==> src/rtl/operand_serializer.sv <==
// operand_serializer
//   Parallel-to-serial front end for the FP datapath. A vector of NUM_INPUTS
//   words (word 0 in the MSBs) is latched on accept. It is then emitted one
//   word per beat, together with the word's index, so the downstream mux/MAC
//   stage sees word k alongside select = k.
//
// Ports
//   clk, rst_n    rising-edge clock, asynchronous active-low reset
//   in_data       packed input vector, word k = in_data[(NUM_INPUTS-k)*WIDTH-1 -: WIDTH]
//   in_valid      input handshake valid
//   in_ready      input handshake ready
//   out_data      current word
//   out_select    index of out_data within its vector
//   out_last      high on the last word of a vector
//   out_valid     output handshake valid
//   out_ready     output handshake ready
//   busy          high while a vector is held
module operand_serializer #(
    parameter int WIDTH      = 32,
    parameter int NUM_INPUTS = 2,
    localparam int SEL_W     = $clog2(NUM_INPUTS),
    localparam int IN_LENGTH = NUM_INPUTS * WIDTH
) (
    input  logic                 clk,
    input  logic                 rst_n,
    input  logic [IN_LENGTH-1:0] in_data,
    input  logic                 in_valid,
    output logic                 in_ready,
    output logic [WIDTH-1:0]     out_data,
    output logic [SEL_W-1:0]     out_select,
    output logic                 out_last,
    output logic                 out_valid,
    input  logic                 out_ready,
    output logic                 busy
);

    typedef enum logic {
        IDLE   = 1'b0,
        STREAM = 1'b1
    } state_t;

    localparam logic [SEL_W-1:0] LAST_IDX = SEL_W'(NUM_INPUTS - 1);

    state_t               state_q, state_d;
    logic [IN_LENGTH-1:0] buf_q, buf_d;
    logic [SEL_W-1:0]     idx_q, idx_d;

    logic accept;
    logic beat;
    logic idx_last;

    assign idx_last   = (idx_q == LAST_IDX);
    assign out_valid  = (state_q == STREAM);
    assign busy       = (state_q == STREAM);
    assign out_select = idx_q;
    assign out_last   = idx_last;

    // A new vector can be taken in the same cycle the last word of the
    // current one leaves, which is what keeps back-to-back vectors
    // bubble-free. Gated by rst_n so nothing is accepted while reset is held.
    assign in_ready = rst_n & ((state_q == IDLE) |
                               ((state_q == STREAM) & idx_last & out_ready));

    assign accept = in_valid & in_ready;
    assign beat   = out_valid & out_ready;

    // Word select straight from the held buffer and index registers.
    always_comb begin
        out_data = '0;
        for (int k = 0; k < NUM_INPUTS; k++) begin
            if (idx_q == SEL_W'(k)) begin
                out_data = buf_q[(NUM_INPUTS-k)*WIDTH-1 -: WIDTH];
            end
        end
    end

    always_comb begin
        state_d = state_q;
        buf_d   = buf_q;
        idx_d   = idx_q;

        if (beat) begin
            if (idx_last) begin
                // Index returns to 0 explicitly, so non-power-of-two
                // vector sizes never step through unused codes.
                idx_d   = '0;
                state_d = IDLE;
            end else begin
                idx_d = idx_q + 1'b1;
            end
        end

        // Accept overrides the end-of-vector return to IDLE.
        if (accept) begin
            buf_d   = in_data;
            idx_d   = '0;
            state_d = STREAM;
        end
    end

    always_ff @(posedge clk or negedge rst_n) begin
        if (!rst_n) begin
            state_q <= IDLE;
            buf_q   <= '0;
            idx_q   <= '0;
        end else begin
            state_q <= state_d;
            buf_q   <= buf_d;
            idx_q   <= idx_d;
        end
    end

endmodule

==> config.mk <==
export PLATFORM = sky130hd
export DESIGN_NAME = operand_serializer
export DESIGN_NICKNAME = d
export VERILOG_FILES = /design/src/rtl/operand_serializer.sv
export SDC_FILE = /design/constraint.sdc
export NUM_CORES = 1
export LEC_CHECK = 0
export ABC_CLOCK_PERIOD_IN_PS = 1520
export CORE_UTILIZATION = 25
export DETAILED_ROUTE_END_ITERATION = 8
export DONT_BUFFER_PORTS = 1
export MAX_ROUTING_LAYER = met4
export PLACE_DENSITY_LB_ADDON = 0.1
export SYNTH_ARGS = -nofsm -noshare
export SYNTH_HDL_FRONTEND = slang
export SYNTH_SLANG_ARGS = --single-unit
==> constraint.sdc <==
create_clock -name clk -period 1.52 [get_ports clk]
set_input_delay 0.228 -clock clk [delete_from_list [all_inputs] [get_ports clk]]
set_output_delay 0.228 -clock clk [all_outputs]
set_load 0.02 [all_outputs]
# After elaboration in Yosys (flattened, before gate mapping)
# Cells that the tools add are included.
# W data, S select, Z words.
[totals] out_inout_bits=37 ff_bits=66 in_bits=68 wordCells=21
[classes] muxes=7 add_sub_neg=1 bitwise_logic=7 reduce_logical=3
[op_table] op="$mux W32" count=1
[op_table] op="$mux W1" count=6
[op_table] op="$and A1 B1 Y1" count=5
[op_table] op="$reduce_bool A2 Y1" count=2
[op_table] op="$reduce_and A2 Y1" count=1
[op_table] op="$add A1 B1 Y1 const B" count=1
[op_table] op="$not A1 Y1" count=1
[op_table] op="$or A1 B1 Y1" count=1

# Longest topological paths before layout
# Gate-level depths: netlist (run 1).
[logic_depth] ltp_word=7 depth_mapped=5 ltp_nobuf=3

# Worst setup path after synthesis (run 1)
# No wires, ideal clock.
[synth_path] kind="reg-to-reg" start="register idx_q, in the netlist out_last" end="register buf_q[0]" setup_slack_ps=-185 setup_ps=125 required_ps=1395 stages_incl_launch_ff=6 arrival_ps=1580 period_less_slack_ps=1705 path_cell_list="dfrtp_1 > buf_4 > nand2_4 > a21oi_4 > buf_8 > mux2_4"
[synth_between] elab_chain_len=5
[synth_lines] element="start: declaration" line_no="46" text="logic [SEL_W-1:0] idx_q, idx_d;"
[synth_lines] element="start signal: assignment" line_no="109" text="idx_q <= idx_d;"
[synth_lines] element="$and A1 B1 Y1 (2 in series)" line_no="62" text="((state_q == STREAM) & idx_last & out_ready));"
[synth_lines] element="$or A1 B1 Y1" line_no="61" text="assign in_ready = rst_n & ((state_q == IDLE) |"
[synth_lines] element="$and A1 B1 Y1" line_no="61"
[synth_lines] element="$and A1 B1 Y1" line_no="64" text="assign accept = in_valid & in_ready;"
[synth_lines] element="end signal: assignment" line_no="108" text="buf_q <= buf_d;"
[synth_lines] element="end: declaration" line_no="45" text="logic [IN_LENGTH-1:0] buf_q, buf_d;"
# Every way passes these cells.
# A chain may end at the register's enable or synchronous reset.

# Worst setup path in the final report (run 1)
[layout_path] start="register idx_q, in the netlist out_last" end="output port out_data[9]"
[layout_between] elab_chain_len=1
[layout_lines] element="$mux W32" line_no="71" text="if (idx_q == SEL_W'(k)) begin"
[layout_lines] element="end: declaration" line_no="29" text="output logic [WIDTH-1:0] out_data,"
# Every way passes these cells.

==> run_summary.xml, run 1 <==
<?xml version="1.0" encoding="UTF-8"?>
<metrics>
  <group name="status">
    <metric name="outcome" unit="">finished, violations left</metric>
    <metric name="violations" unit="">hold timing, setup timing</metric>
  </group>
  <group name="place">
    <metric name="hpwlAfterDp" unit="um">4180</metric>
    <metric name="port-buffer-count" unit="">0</metric>
    <metric name="routabilityCongestion" unit="">0.715</metric>
  </group>
  <group name="global_route">
    <metric name="gr_ovfl_total" unit="">0</metric>
    <metric name="maximum_number_of_pins_on_one_net_before_global_route_repair" unit="">69</metric>
    <metric name="number_of_global_route_vias_before_repair" unit="">1765</metric>
    <metric name="grt_pass1_wl" unit="um">10300</metric>
    <metric name="antenna_violations_before_repair" unit="">0</metric>
    <metric name="grtUsageTotal" unit="%">11.3</metric>
  </group>
  <group name="layout">
    <metric name="final_net_count" unit="">270</metric>
    <metric name="drive_above_1_share" unit="%">64.7</metric>
    <metric name="regArea" unit="mm^2">0.00165</metric>
    <metric name="multi_input_comb_area" unit="mm^2">0.00143</metric>
    <metric name="utilization" unit="%">32.3</metric>
    <metric name="fill_cells" unit="">1206</metric>
    <metric name="synth_to_final_area_change" unit="%">24.9</metric>
    <metric name="antenna_cells" unit="">0</metric>
  </group>
  <group name="yosys">
    <metric name="ys.flop_type" unit="">sky130_fd_sc_hd__dfrtp_1</metric>
    <metric name="syn_nets" unit="">251</metric>
    <metric name="post_synth_main_area_contributors" unit="">sky130_fd_sc_hd__dfrtp_1, sky130_fd_sc_hd__mux2_4, sky130_fd_sc_hd__mux2_2, sky130_fd_sc_hd__buf_8, sky130_fd_sc_hd__buf_4</metric>
    <metric name="synth-edff-count" unit="">0</metric>
    <metric name="netlist_instances" unit="">183</metric>
    <metric name="ys_async_sr_fraction" unit="%">100</metric>
    <metric name="syn_area" unit="mm^2">0.00315</metric>
    <metric name="ys_top_cells_by_count" unit="">sky130_fd_sc_hd__dfrtp_1, sky130_fd_sc_hd__mux2_4, sky130_fd_sc_hd__mux2_2</metric>
    <metric name="synth_top_area_share" unit="%">52.5</metric>
    <metric name="yosys_warnings" unit="">0</metric>
    <metric name="synth.ff_latch_count" unit="">66</metric>
    <metric name="most_common_cell_in_the_synthesized_netlist" unit="">sky130_fd_sc_hd__dfrtp_1</metric>
    <metric name="syn_area_per_cell" unit="um^2">17.2</metric>
    <metric name="synth.yosys.seq_area_share" unit="%">52.5</metric>
    <metric name="synthDistinctLibCells" unit="">13</metric>
    <metric name="cell_taking_the_most_area_after_synthesis" unit="">sky130_fd_sc_hd__dfrtp_1</metric>
  </group>
  <group name="sta">
    <metric name="fmax" unit="MHz">629</metric>
    <metric name="finalMaxSlewViolations" unit="">0</metric>
    <metric name="finalWorstPathRequiredPeriod" unit="ns">1.59</metric>
    <metric name="max_slew.worst_pin.slew" unit="ns">0.185</metric>
    <metric name="hold_violations" unit="">66</metric>
    <metric name="unrepaired_setup_endpoints_after_global_routing" unit="">true</metric>
    <metric name="period_share" unit="%">105</metric>
    <metric name="timing.clock.skew" unit="ns">0.00444</metric>
    <metric name="whs" unit="ns">-0.408</metric>
    <metric name="slew_headroom" unit="%">87.6</metric>
    <metric name="setup_viol" unit="">89</metric>
    <metric name="worst_slack" unit="ns">-0.0686</metric>
  </group>
  <group name="floorplanning">
    <metric name="design.core.area" unit="mm^2">0.0122</metric>
    <metric name="dieHeight" unit="um">114</metric>
    <metric name="floorplan.io_pins" unit="">105</metric>
    <metric name="die_area" unit="mm^2">0.0130</metric>
    <metric name="die_x" unit="um">114</metric>
    <metric name="fp-row-count" unit="">40</metric>
    <metric name="floorplan.initialDensity" unit="%">25.9</metric>
  </group>
  <group name="setup_path">
    <metric name="cp-startpoint" unit="">out_last</metric>
    <metric name="critical_path_class" unit="">reg -&gt; out</metric>
    <metric name="r2r-start" unit="">out_last</metric>
    <metric name="worstPathRequired" unit="ns">1.29</metric>
    <metric name="arrival" unit="ns">1.36</metric>
    <metric name="r2r_setup_slack" unit="ns">-0.06</metric>
    <metric name="crit-reg2reg-capture" unit="">buf_q[53]</metric>
    <metric name="timing.critical_path.from_type" unit="">register</metric>
    <metric name="crit_end" unit="">out_data[9]</metric>
    <metric name="ff2ff_path_depth" unit="">6</metric>
    <metric name="timing.critical_path.fanout_max" unit="">19</metric>
    <metric name="nature_of_the_critical_path_endpoint" unit="">primary output</metric>
  </group>
  <group name="routing">
    <metric name="final_antenna_net_count" unit="">0</metric>
    <metric name="drt-wirelength-per-cell" unit="um">19.7</metric>
    <metric name="drt-total-wl" unit="um">7380</metric>
    <metric name="post-route-drc-count" unit="">0</metric>
    <metric name="detail_route.first_pass.iterations" unit="">2</metric>
    <metric name="vias" unit="">1568</metric>
    <metric name="drt_first_iter_violations" unit="">60</metric>
    <metric name="via_per_inst" unit="">4.18</metric>
  </group>
  <group name="clocking">
    <metric name="maximum_level_of_the_cts_h_tree" unit="">3</metric>
    <metric name="tritoncts_buffers" unit="">9</metric>
    <metric name="ctsRootBufferMaster" unit="">sky130_fd_sc_hd__clkbuf_16</metric>
    <metric name="clkLatencyLatePin" unit="ns">0.33</metric>
    <metric name="cts.sink_count" unit="">66</metric>
    <metric name="clock_tree_from_tritoncts" unit="">built</metric>
    <metric name="clk_pin_slew" unit="ns">0.05</metric>
    <metric name="clock_tree.buffer_depth" unit="">2</metric>
  </group>
  <group name="job">
    <metric name="max_cap_viol_count" unit="">0</metric>
  </group>
  <group name="power_and_ir_drop">
    <metric name="maximum_vdd_drop" unit="uV">1000</metric>
    <metric name="report.power.total" unit="W">0.00958</metric>
    <metric name="cellLeakagePower" unit="nW">1.74</metric>
    <metric name="powerDensity" unit="mW/mm^2">2440</metric>
  </group>
  <group name="worst_hold_path">
    <metric name="holdCritPathClass" unit="">in -&gt; async</metric>
  </group>
</metrics>
-- repair_timing --
| action | 4_1_cts | 5_1_grt |
|---|---|---|
| endpoints found under the hold margin | 66 | 66 |
| gates resized for setup | 24 | 13 |
| pin swaps | 1 | 2 |
| endpoints found under the setup margin | 35 | 97 |
| gates cloned | 0 | 8 |
| buffers inserted | 2 | 3 |
-- worst min path at each step --
stage / from / end / slack (ns)
after global placement: rst_n / buf_q[32] / -0.07
after global routing: rst_n / buf_q[32] / -0.43
after floorplan: rst_n / buf_q[0] / -0.07
final: rst_n / buf_q[32] / -0.41
after detailed placement: rst_n / buf_q[32] / -0.07
after CTS: rst_n / buf_q[31] / -0.43
-- critical path, stage by stage, from the launching register on --
cell,delay [ns]
sky130_fd_sc_hd__dfrtp_2,0.41
sky130_fd_sc_hd__buf_12,0.19
sky130_fd_sc_hd__mux2_2,0.42
-- per-stage QoR --
step | cell area, um^2 | instances | TNS [ns] | setup slack (ns) | hold slack [ns]
3_3_place_gp | 3300 | 346 | 0 | 0.128 | -0.0656
6_report | 3930 | 375 | -2.64 | -0.0686 | -0.408
4_1_cts | 3700 | 364 | -3.30 | -0.0961 | -0.430
5_1_grt | 3930 | 375 | -8.15 | -0.122 | -0.433
3_5_place_dp | 3300 | 346 | 0 | 0.0909 | -0.0660
2_1_floorplan | 3150 | 183 | -5.07 | -0.0820 | -0.0676
-- layout by cell type, fill, tap and decap left out, types with 2 or more instances in the layout --
cell	n
sky130_fd_sc_hd__clkbuf_1	3
sky130_fd_sc_hd__buf_6	4
sky130_fd_sc_hd__nand2_1	3
sky130_fd_sc_hd__clkbuf_16	14
sky130_fd_sc_hd__dfrtp_1	65
sky130_fd_sc_hd__mux2_2	20
sky130_fd_sc_hd__buf_12	6
sky130_fd_sc_hd__buf_4	4
sky130_fd_sc_hd__clkbuf_8	2
sky130_fd_sc_hd__mux2_4	76
-- cell families (layout without fill, tap and decap cells) --
kind of cell | Yosys count | count (layout) | synth area share [%]
DFF | 66 | 66 | 52.5
and+or+nand+nor | 6 | 6 | 1.03
AOI/OAI and AO/OA | 3 | 3 | 0.915
buffers and inverters | 12 | 36 | 4.02
muxes | 96 | 96 | 41.5
-- layout make-up --
cell class | instances | share of cell area (%)
well taps | 168 | 5.35
clock buffers | 14 | 6.72
repair buffers | 20 | 8.53
flip-flops and latches | 66 | 42.1
clock inverters | 2 | 0.891
multi-input cells | 105 | 36.5
-- sequential cells by signal, summed over array words and instances, names as in the netlist --
| signal | cells |
|---|---|
| busy | 1 |
| buf_q | 64 |
| out_last | 1 |
-- metal layers --
metal	up-vias	GRT usage, %	wire length [um]
met3	5	5.40	421
met2	63	17.1	3510
met4	0	4.24	94
li1	685	-	-
met1	815	13.1	3350
met5	-	-	0
-- power breakdown --
group / internal (W) / switching, W
registers: 0.00266 / 0.000522
logic: 0.00235 / 0.00195
clock network: 0.00136 / 0.000738
Power figures use the tool's default switching activity.
==> inputs of run 2 (changes only) <==
- ABC_CLOCK_PERIOD_IN_PS: 1520 -> 1700
- CTS_BUF_LIST: default -> sky130_fd_sc_hd__clkbuf_4 sky130_fd_sc_hd__clkbuf_8
- clock period: 1.52 -> 1.7 ns (I/O delays scaled with it)
==> run 2 against run 1 <==
Compared with the run above: the run ends with hold timing left; first-iteration DRC count is 40% lower; clock power is 31% lower; flip-flop and latch count stayed put; cell count is 4.3% lower; routed wire length is 17% lower; die area stayed put; setup slack better by 0.093 ns; clock skew is 0.0056 ns higher; register-to-register slack better by 0.24 ns; total power is 20% lower; sequential share of layout area is 4.4 points higher; count of clock-buffer cells in the layout stayed put; critical path type unchanged.
==> run_summary.xml, run 2 (synthesized netlist as in run 1, its figures left out) <==
<?xml version="1.0" encoding="UTF-8"?>
<metrics>
  <group name="place">
    <metric name="hpwlAfterDp" unit="um">4140</metric>
    <metric name="post-place-ws" unit="ns">0.243</metric>
    <metric name="port-buffer-count" unit="">0</metric>
    <metric name="routabilityCongestion" unit="">0.666</metric>
  </group>
  <group name="status">
    <metric name="outcome" unit="">finished, violations left</metric>
    <metric name="violations" unit="">hold timing</metric>
  </group>
  <group name="layout">
    <metric name="layout.cells.most_common" unit="">sky130_fd_sc_hd__dfrtp_1</metric>
    <metric name="largest_register_by_flop_count" unit="">buf_q</metric>
    <metric name="antenna_cells" unit="">0</metric>
    <metric name="synth_to_final_area_change" unit="%">13.0</metric>
    <metric name="final_net_count" unit="">255</metric>
    <metric name="largest_register_ffs" unit="">64</metric>
    <metric name="drive_above_1_share" unit="%">62.3</metric>
    <metric name="layout_common_cells" unit="">sky130_fd_sc_hd__dfrtp_1, sky130_fd_sc_hd__mux2_4, sky130_fd_sc_hd__mux2_2, sky130_fd_sc_hd__clkbuf_8</metric>
  </group>
  <group name="floorplanning">
    <metric name="design.core.area" unit="mm^2">0.0122</metric>
    <metric name="dieHeight" unit="um">114</metric>
    <metric name="fp-row-count" unit="">40</metric>
    <metric name="floorplan.io_pins" unit="">105</metric>
    <metric name="die_x" unit="um">114</metric>
    <metric name="floorplan.initialDensity" unit="%">25.9</metric>
    <metric name="die_area" unit="mm^2">0.0130</metric>
  </group>
  <group name="setup_path">
    <metric name="crit_path_cell_trace" unit="">buf_12 -&gt; mux2_2</metric>
    <metric name="path_depth" unit="">2</metric>
    <metric name="critical-path-top-delay-family" unit="">flip-flops</metric>
    <metric name="r2r-start" unit="">out_last</metric>
    <metric name="ff2ff_path_depth" unit="">4</metric>
    <metric name="crit-reg2reg-capture" unit="">buf_q[44]</metric>
    <metric name="critical_path_class" unit="">reg -&gt; out</metric>
    <metric name="nature_of_the_critical_path_endpoint" unit="">primary output</metric>
    <metric name="r2r_setup_slack" unit="ns">0.18</metric>
    <metric name="cp-startpoint" unit="">out_last</metric>
    <metric name="crit_end" unit="">out_data[10]</metric>
    <metric name="timing.critical_path.fanout_max" unit="">21</metric>
    <metric name="worstPathRequired" unit="ns">1.44</metric>
    <metric name="timing.critical_path.from_type" unit="">register</metric>
    <metric name="crit_path_max_incr_delay" unit="ns">0.44</metric>
    <metric name="arrival" unit="ns">1.42</metric>
    <metric name="critical_path.slowest_cell" unit="">sky130_fd_sc_hd__dfrtp_2</metric>
    <metric name="cp_num_buf_inv" unit="">1</metric>
  </group>
  <group name="clocking">
    <metric name="postCtsSetupRepairBufs" unit="">0</metric>
    <metric name="clkLatencyLatePin" unit="ns">0.35</metric>
    <metric name="clock_tree.buffer_depth" unit="">2</metric>
    <metric name="clock_tree_from_tritoncts" unit="">built</metric>
    <metric name="maximum_level_of_the_cts_h_tree" unit="">3</metric>
    <metric name="tritoncts_buffers" unit="">9</metric>
    <metric name="ctsRootBufferMaster" unit="">sky130_fd_sc_hd__clkbuf_8</metric>
    <metric name="clk_pin_slew" unit="ns">0.07</metric>
    <metric name="cts.sink_count" unit="">66</metric>
  </group>
  <group name="global_route">
    <metric name="met3_use_gr" unit="%">3.97</metric>
    <metric name="antenna_violations_before_repair" unit="">0</metric>
    <metric name="number_of_global_route_vias_before_repair" unit="">1765</metric>
    <metric name="gr-usage-met1" unit="%">11.1</metric>
    <metric name="grt_pass1_wl" unit="um">9580</metric>
    <metric name="gr_ovfl_total" unit="">0</metric>
    <metric name="gr-usage-met2" unit="%">15.9</metric>
    <metric name="grtUsageTotal" unit="%">10.4</metric>
    <metric name="maximum_number_of_pins_on_one_net_before_global_route_repair" unit="">69</metric>
    <metric name="grt_busiest_layer" unit="">met2</metric>
  </group>
  <group name="power_and_ir_drop">
    <metric name="powerDensity" unit="mW/mm^2">2160</metric>
    <metric name="report.power.total" unit="W">0.00768</metric>
    <metric name="sequentialPowerShare" unit="%">37.0</metric>
    <metric name="p_int" unit="W">0.00504</metric>
    <metric name="cellLeakagePower" unit="nW">1.54</metric>
    <metric name="power_switching_share" unit="%">34.4</metric>
    <metric name="power.switching" unit="W">0.00264</metric>
    <metric name="clkPwrFrac" unit="%">18.8</metric>
    <metric name="maximum_vdd_drop" unit="uV">769</metric>
    <metric name="power.combinational.fraction" unit="%">44.2</metric>
  </group>
  <group name="sta">
    <metric name="setup_viol" unit="">0</metric>
    <metric name="unrepaired_setup_endpoints_after_global_routing" unit="">true</metric>
    <metric name="finalWorstPathRequiredPeriod" unit="ns">1.68</metric>
    <metric name="finalSetupTns" unit="ns">0</metric>
    <metric name="whs" unit="ns">-0.406</metric>
    <metric name="worst_slack" unit="ns">0.0247</metric>
    <metric name="slew_headroom" unit="%">80.7</metric>
    <metric name="hold_violations" unit="">66</metric>
    <metric name="max_slew.worst_pin.slew" unit="ns">0.289</metric>
    <metric name="finalMaxSlewViolations" unit="">0</metric>
    <metric name="fmax" unit="MHz">597</metric>
    <metric name="period_share" unit="%">98.5</metric>
    <metric name="timing.clock.skew" unit="ns">0.0101</metric>
  </group>
  <group name="routing">
    <metric name="detail_route.first_pass.iterations" unit="">3</metric>
    <metric name="drt-wirelength-per-cell" unit="um">17.0</metric>
    <metric name="final_antenna_net_count" unit="">0</metric>
    <metric name="vias" unit="">1502</metric>
    <metric name="drt-total-wl" unit="um">6110</metric>
    <metric name="drt_first_iter_violations" unit="">36</metric>
    <metric name="post-route-drc-count" unit="">0</metric>
    <metric name="via_per_inst" unit="">4.18</metric>
  </group>
  <group name="worst_hold_path">
    <metric name="holdCritPathClass" unit="">in -&gt; async</metric>
  </group>
  <group name="job">
    <metric name="max_cap_viol_count" unit="">0</metric>
  </group>
</metrics>
run 2: repair_timing:
action                                 CTS  global route
endpoints found under the hold margin   66            66
gates resized for setup                  4             6
setup endpoints to repair               32            32
run 2: through the flow:
stage	cells	cell area, um^2	util [%]
detailed placement	344	3290	27.1
floorplan	183	3150	-
global placement	344	3290	27.1
CTS	359	3530	29.0
finish	359	3560	29.2
global route	359	3560	29.2
run 2: worst min-delay path by stage:
stage | from | to | cells past startpoint
6_report | rst_n | buf_q[26] | 0
5_1_grt | rst_n | buf_q[39] | 0
4_1_cts | rst_n | buf_q[10] | 0
3_5_place_dp | rst_n | buf_q[58] | 0
3_3_place_gp | rst_n | buf_q[58] | 0
2_1_floorplan | rst_n | buf_q[0] | 0
run 2: final cells by class:
type,instances,area (um^2)
multi-input combinational,105,1380
fill,1236,8610
timing repair buffer,5,87.6
clock inverter,1,30.0
tap,168,210
sequential,66,1650
clock buffer,14,193
run 2: metal layers:
layer / up-vias / routed length [um]
met2: 66 / 2910
met4: 0 / 218
met3: 15 / 490
met1: 767 / 2480
li1: 654 / -
met5: - / 0
run 2: power groups by stage:
| stage | Combinational [W] | Sequential [W] | Clock (W) |
|---|---|---|---|
| global placement | 0.00328 | 0.00279 | 0 |
| global route | 0.00356 | 0.00295 | 0.00160 |
| CTS | 0.00336 | 0.00284 | 0.00153 |
| finish | 0.00339 | 0.00284 | 0.00144 |
| floorplan | 0.00302 | 0.00271 | 0 |
| detailed placement | 0.00332 | 0.00283 | 0 |
